## config.mk

```make
export PLATFORM = sky130hd
export DESIGN_NAME = adsr_envelope
export DESIGN_NICKNAME = d
export VERILOG_FILES = /design/src/rtl/adsr_envelope.sv
export SDC_FILE = /design/constraint.sdc
export NUM_CORES = 1
export LEC_CHECK = 0
export CORE_MARGIN = 2
export CORE_UTILIZATION = 29
export CTS_CLUSTER_SIZE = 12
export DETAILED_ROUTE_END_ITERATION = 16
export GPL_TIMING_DRIVEN = 0
export PLACE_DENSITY_LB_ADDON = 0.12
export SYNTH_ARGS = -nofsm -noshare
export SYNTH_HDL_FRONTEND = slang
export SYNTH_SLANG_ARGS = --single-unit
```

## constraint.sdc

```tcl
create_clock -name CLK -period 4.9 [get_ports CLK]
set_clock_uncertainty 0.05 [all_clocks]
set_input_delay 0.98 -clock CLK [delete_from_list [all_inputs] [get_ports CLK]]
set_output_delay 0.98 -clock CLK [all_outputs]
set_load 0.03 [all_outputs]
```

## src/rtl/adsr_envelope.sv

```systemverilog
// ADSR envelope generator: tick-paced attack/decay/sustain/release
// level with gate retrigger and saturating arithmetic.
module adsr_envelope #(
  parameter int TICK_DIV = 5000
) (
  input  logic        CLK,
  input  logic        RST,
  input  logic [31:0] ENV_PARAMS,
  input  logic        GATE,
  output logic [15:0] ENV_OUT,
  output logic [2:0]  ENV_STATE,
  output logic        ENV_ACTIVE
);

  localparam int CW = (TICK_DIV > 1) ? $clog2(TICK_DIV) : 1;
  localparam logic [CW-1:0] CNT_MAX = CW'(TICK_DIV - 1);

  typedef enum logic [2:0] {
    IDLE    = 3'd0,
    ATTACK  = 3'd1,
    DECAY   = 3'd2,
    SUSTAIN = 3'd3,
    RELEASE = 3'd4
  } env_state_t;

  env_state_t    state, state_n;
  logic [15:0]   level, level_n;
  logic [CW-1:0] cnt;
  logic          gate_d;
  logic          tick, rise, fall;
  logic [16:0]   step_a, step_d, step_r;
  logic [16:0]   atk_sum;
  logic [15:0]   sus, dec_gap;

  assign tick = (cnt == CNT_MAX);
  assign rise = GATE & ~gate_d;
  assign fall = ~GATE & gate_d;

  assign step_a  = {9'd0, ENV_PARAMS[31:24]} + 17'd1;
  assign step_d  = {9'd0, ENV_PARAMS[23:16]} + 17'd1;
  assign step_r  = {9'd0, ENV_PARAMS[7:0]} + 17'd1;
  assign sus     = {ENV_PARAMS[15:8], ENV_PARAMS[15:8]};
  assign atk_sum = {1'b0, level} + step_a;
  assign dec_gap = level - sus;

  always_ff @(posedge CLK) begin
    if (RST) begin
      state  <= IDLE;
      level  <= '0;
      cnt    <= '0;
      gate_d <= 1'b0;
    end else begin
      state  <= state_n;
      level  <= level_n;
      cnt    <= tick ? '0 : cnt + 1'b1;
      gate_d <= GATE;
    end
  end

  // Gate edges win over a coincident tick and freeze the level.
  always_comb begin
    state_n = state;
    level_n = level;
    if (rise) begin
      state_n = ATTACK;
    end else if (fall && (state == ATTACK || state == DECAY ||
                          state == SUSTAIN)) begin
      state_n = RELEASE;
    end else if (tick) begin
      unique case (state)
        IDLE: begin
          level_n = '0;
        end
        ATTACK: begin
          if (atk_sum >= 17'h0FFFF) begin
            level_n = 16'hFFFF;
            state_n = DECAY;
          end else begin
            level_n = atk_sum[15:0];
          end
        end
        DECAY: begin
          if (level > sus && {1'b0, dec_gap} > step_d) begin
            level_n = level - step_d[15:0];
          end else begin
            level_n = sus;
            state_n = SUSTAIN;
          end
        end
        SUSTAIN: begin
          level_n = sus;
        end
        RELEASE: begin
          if ({1'b0, level} <= step_r) begin
            level_n = '0;
            state_n = IDLE;
          end else begin
            level_n = level - step_r[15:0];
          end
        end
        default: begin
          level_n = '0;
          state_n = IDLE;
        end
      endcase
    end
  end

  assign ENV_OUT    = level;
  assign ENV_STATE  = state;
  assign ENV_ACTIVE = (state != IDLE);

endmodule
```

# Word level (Yosys, flattened, before mapping)
# Index checks and enable logic that the tools add are counted.
dict set report word_totals {
  ramBits 0
  reg_bits 33
  n_memories 0
  latchBits 0
  rom_bits 0
  in_bits 35
  output_inout_bits 20
}
dict set report op_classes {
  n_bitwise 7
  add_sub_neg 8
  muxes 11
  magnitude_cmp 4
  eq_ne 16
  multipliers 0
  n_div 0
  n_shift 0
  reduce_logical 16
}
# cell n
set ops {}
lappend ops {{one-hot mux 16 bit (4 select lines)} 1}
lappend ops {{two-way mux 16 bit} 3}
lappend ops {{subtractor 16 x 9 -> 16 bit} 2}
lappend ops {{adder 8 x 1 -> 9 bit (second input constant)} 3}
lappend ops {{adder 16 x 9 -> 17 bit} 1}
lappend ops {{greater-or-equal comparator 17 x 16 -> 1 bit (second input constant)} 1}
lappend ops {{> comparator 16 bit} 1}
lappend ops {{> comparator 16 x 9 -> 1 bit} 1}
lappend ops {{less-or-equal comparator 16 x 9 -> 1 bit} 1}
lappend ops {{subtractor 16 bit} 1}
lappend ops {{two-way mux 3 bit} 5}
lappend ops {{AND reduction 5 bit} 3}
lappend ops {{adder 13 x 1 -> 13 bit (second input constant)} 1}
lappend ops {{equality test 13 bit (second input constant)} 1}
lappend ops {{one-hot mux 3 bit (4 select lines)} 1}
lappend ops {{inequality test 4 bit (second input constant)} 2}
lappend ops {{equality test 3 x 2 -> 1 bit (second input constant)} 2}
lappend ops {{inequality test 3 x 1 -> 1 bit (second input constant)} 2}
lappend ops {{inequality test 3 bit (second input constant)} 2}
lappend ops {{nonzero test 3 bit} 2}
lappend ops {{OR reduction 2 bit} 3}
lappend ops {{NOT 1 bit} 5}
lappend ops {{inequality test 2 x 1 -> 1 bit (second input constant)} 2}
lappend ops {{inequality test 2 bit (second input constant)} 2}
lappend ops {{other kinds (11)} 14}

# Depth between registers and ports, before layout
dict set report depth {
  ltp_word 8
  depth_mapped 20
  ltp_nobuf 18
}

# Worst setup path before layout
# OpenSTA, ideal clock, no wires.
dict set report synth_path {
  kind {input-to-reg}
  startpoint {input ENV_PARAMS[11]}
  endpoint {register level[12] (netlist: ENV_OUT[12])}
  setup_slack_ns 0.306
  path_stages 18
  t_arrival_ns 4.422
  path_cell_list {inv_1 -> ha_1 -> a21o_1 -> a21oi_1 -> nand2_1 -> a21o_1 -> a21oi_1 -> xnor2_1 -> ha_1 -> and3_1 -> a221o_1 -> o22a_1 -> a221oi_1 -> nand4_2 -> and2_4 -> buf_6 -> mux2_4 -> a221o_1}
}
dict set report synth_between {
  elab_chain_len 5
  elab_cells_between_ends 6
}
# element line_no
set synth_rtl {}
lappend synth_rtl {{start: declaration} 8} ;# input logic [31:0] ENV_PARAMS,
lappend synth_rtl {{subtractor 16 bit} 44} ;# assign dec_gap = level - sus;
lappend synth_rtl {{> comparator 16 x 9 -> 1 bit} 83} ;# if (level > sus && {1'b0, dec_gap} > step_d) begin
lappend synth_rtl {{logical AND 1 bit *} 83}
lappend synth_rtl {{two-way mux 16 bit *} 83}
lappend synth_rtl {{one-hot mux 16 bit (4 select lines) *} 70} ;# unique case (state)
lappend synth_rtl {{end signal: assignment} 54} ;# level <= level_n;
lappend synth_rtl {{end: declaration} 27} ;# logic [15:0] level, level_n;
# Every way passes the cells marked *; elsewhere a longest branch is shown, timed or not.
# A chain may end at the register's enable or synchronous reset.

# Final worst setup path
dict set report layout_path {
  startpoint {input ENV_PARAMS[8]}
  endpoint {register level[12] (netlist: ENV_OUT[12])}
}
# Same word-level chain as after synthesis.

==> metrics.csv <==
stage,metric,value,unit
critical_path,crit_end,ENV_OUT[12]$_SDFFE_PP0P_,
timing,holdWs,0.446,ns
critical_path,cp-end-kind,register,
detailed_routing,drcViolationCount,0,
critical_path,r2r_end,ENV_OUT[12]$_SDFFE_PP0P_,
critical_path,cp.required,5.02,ns
pwr,p_switching,0.000252,W
synth,postSynthAreaPerCell,7.29,sq um
placement,io_buffers,53,
critical_path,startpoint,ENV_PARAMS[8],
synth,ys_seq_area_share,13.2,%
clock_network,holdBufCountCts,0,
clock_network,clk-insertion-delay-late,0.28,ns
critical_path,crit_fanout,5,
clock_network,cts.sinks,33,
floorplan,die_y,136,um
detailed_routing,wire_per_inst,18.2,um
pwr,leakage,2.42,nW
finish,post-route-util,35.4,%
floorplan,io_pins,55,
floorplan,initial_core_util,29.3,%
finish,final_cell_mix,"nand2_1 (70), nor2_1 (55), ha_1 (49)",
pwr,seqPwrFrac,34.2,%
timing,worst_pin_slew,0.915,ns
placement,gp_congestion,0.937,
detailed_routing,totalWireLength,17.8,mm
clock_network,clk_pin_slew,0.06,ns
timing,slew_headroom,38.2,%
floorplan,die-width,136,um
finish,final_area,0.00606,sq mm
hold_path,hp-class,reg2reg,
finish,seqCellArea,661,sq um
clock_network,h-tree-depth,2,
grt,track_usage,19.3,%
timing,fmax,213,MHz
pwr,switching_share,31.2,%
outcome,status,completed,
detailed_routing,drt-pass1-iter-count,5,
pwr,power_density,133,mW/mm^2
finish,mostFrequentLayoutCell,nand2_1,
critical_path,crit_arrival,4.82,ns
floorplan,fp.coreArea,0.0171,sq mm
detailed_routing,viasPerCell,5.50,
floorplan,die_area,0.0184,sq mm
pwr,peakVddDrop,0.0928,mV
clock_network,clk_path_buf_depth,2,
finish,final_nets,843,
run,cap_violations,0,
timing,slew_viol_final,0,
grt,antenna_found_initial,0,
timing,timing.final.ws_setup,0.203,ns
floorplan,std_cell_rows,48,
grt,grt_start_max_net_pins,11,
synth,async_flop_share,0,%
timing,post-route-min-period,4.70,ns
synth,ys_ff_latch,33,
synth,ys_types,74,
finish,drive_above_1_share,7.72,%
critical_path,crit_type,in2reg,
placement,dpl_worst_slack,-1.05,ns
placement,post-dp-hpwl,14.3,mm
critical_path,r2r_slack,0.34,ns
timing,final-setup-viol-count,0,
synth,synth.net_count,782,
synth,synth_area,0.00502,sq mm
detailed_routing,drtAntennaViolNets,0,
detailed_routing,drt_iter0_drc,374,
critical_path,timing.rr.start,ENV_OUT[1]$_SDFFE_PP0P_,
clock_network,numCtsBuffers,5,
critical_path,reg2reg_depth,17,
clock_network,cts_tree,built,
synth,ys.flop_type,dfxtp_1,
critical_path,startpoint_type,input port,
grt,grt_pass1_vias,5125,
pwr,internal_power,0.000556,W
timing,post-route-period-util,95.9,%
grt,grt-ovfl-total,0,
detailed_routing,vias,5368,
finish,diodes,0,
synth,synth_edf_count,0,
synth,yosys_warnings,0,
grt,grt_pass1_wl,27.9,mm
clock_network,ctsRootBufferMaster,clkbuf_16,
pwr,p_comb_share,27.7,%
synth,syn_inst,689,
finish,syn2layout_area_growth,20.8,%
finish,fillCellCount,1872,
timing,hold_viol_final,0,
finish,multi_input_area,0.00419,sq mm
pwr,clkPwrFrac,38.1,%
placement,dpl_cell_area,0.00583,sq mm
how the worst min path moves through the flow:
stage,startpoint,to,slack [ns],cells past startpoint
2_1_floorplan,cnt[0]$_SDFF_PP0_,cnt[0]$_SDFF_PP0_,0.40,1
3_5_place_dp,cnt[0]$_SDFF_PP0_,cnt[0]$_SDFF_PP0_,0.44,1
4_1_cts,cnt[12]$_SDFF_PP0_,cnt[12]$_SDFF_PP0_,0.44,2
5_1_grt,ENV_OUT[0]$_SDFFE_PP0P_,ENV_OUT[0]$_SDFFE_PP0P_,0.48,1
6_report,cnt[0]$_SDFF_PP0_,cnt[0]$_SDFF_PP0_,0.45,1
3_3_place_gp,cnt[12]$_SDFF_PP0_,cnt[12]$_SDFF_PP0_,0.42,2
flip-flops by register name, indices dropped and copies added, names as in the netlist:
name	flops
ENV_OUT	16
cnt	13
ENV_STATE	3
gate_d	1
logic make-up (layout without fill, tap and decap cells):
family / Yosys count / in the layout / share of synthesized area [%]
multiplexers: 13 / 13 / 2.72
buffers and inverters: 65 / 127 / 5.18
flip-flops: 33 / 33 / 13.2
XOR/XNOR: 63 / 63 / 11.0
AO/OA/AOI/OAI: 217 / 217 / 29.0
adder cells (fa/ha/maj): 59 / 59 / 15.3
AND/OR/NAND/NOR: 239 / 239 / 23.7
area by class of cell:
class,count,area share (%)
multi-input cells,591,69.1
flip-flops and latches,33,10.9
repair buffers,54,8.77
well taps,225,4.64
plain buffers,30,2.17
inverters,35,2.17
clock buffers,6,2.13
clock inverters,2,0.165
critical path, stage by stage:
cell	delay, ns
clkbuf_4	0.17
ha_2	0.21
fa_1	0.21
and2b_1	0.22
o31a_2	0.34
o21a_1	0.18
nor2_1	0.11
xnor2_1	0.13
ha_1	0.24
and3_1	0.16
a221o_1	0.32
o22a_1	0.21
a221oi_2	0.21
nand4_2	0.21
and2_4	0.20
buf_6	0.12
mux2_4	0.28
a221o_1	0.30
repair_timing:
action | 4_1_cts | 5_1_grt
setup endpoints to repair | 17 | 16
resized for setup | 20 | 24
cloned | 0 | 0
buffers inserted | 1 | 0
pin swaps | 2 | 1
stage by stage:
stage | setup TNS, ns | total power (W) | cells
after global placement | -15.03 | 0.000499 | 967
after floorplan | 0 | 0.000419 | 689
after CTS | 0 | 0.000808 | 976
after detailed placement | -14.71 | 0.000501 | 967
final | 0 | 0.000807 | 976
after global routing | -0.00151 | 0.000845 | 976
routing by layer:
layer	vias to the layer above	share of wire, %	global-route usage, %
met1	2510	48	26.3
li1	2663	-	-
met3	21	4.4	1.91
met5	-	0	0
met2	174	45	32.3
met4	0	2.2	5.67
synthesized netlist by cell type (4+ instances only):
| master | number | share of area [%] |
|---|---|---|
| a211o_1 | 5 | 0.87 |
| nand2b_1 | 11 | 1.4 |
| nor3_1 | 13 | 1.3 |
| or4_1 | 5 | 0.75 |
| o31ai_1 | 5 | 0.75 |
| nand2_1 | 70 | 5.2 |
| ha_1 | 54 | 13 |
| mux2i_1 | 11 | 2.2 |
| dfxtp_1 | 33 | 13 |
| o21a_1 | 9 | 1.3 |
| o21ai_0 | 41 | 4.1 |
| a211oi_1 | 5 | 0.75 |
| a21boi_0 | 4 | 0.60 |
| or2_2 | 7 | 0.87 |
| fa_1 | 4 | 1.6 |
| o211ai_1 | 13 | 1.9 |
| a31oi_1 | 12 | 1.5 |
| or3_1 | 6 | 0.75 |
| xor2_1 | 31 | 5.4 |
| o2111ai_1 | 6 | 1.0 |
| xnor2_1 | 32 | 5.6 |
| nor2b_1 | 9 | 1.1 |
| nor2_1 | 55 | 4.1 |
| a221oi_1 | 7 | 1.2 |
| inv_1 | 34 | 2.5 |
| a21oi_1 | 51 | 5.1 |
| nand3_1 | 19 | 1.9 |
| and2_1 | 8 | 1.0 |
| and4_1 | 4 | 0.70 |
| buf_2 | 7 | 0.70 |
| and3_1 | 6 | 0.75 |
| a221o_1 | 6 | 1.2 |
| nand4_1 | 11 | 1.4 |
| a21o_1 | 16 | 2.4 |
| o21bai_1 | 5 | 0.75 |
| clkbuf_1 | 22 | 1.6 |
power groups by stage:
| stage | clock network [W] | registers, W | logic [W] |
|---|---|---|---|
| 5_1_grt | 0.000319 | 0.000277 | 0.000250 |
| 3_3_place_gp | 0 | 0.000282 | 0.000217 |
| 4_1_cts | 0.000310 | 0.000276 | 0.000222 |
| 3_5_place_dp | 0 | 0.000282 | 0.000220 |
| 2_1_floorplan | 0 | 0.000282 | 0.000136 |
| 6_report | 0.000308 | 0.000276 | 0.000224 |
(Power assumes the default switching activity.)
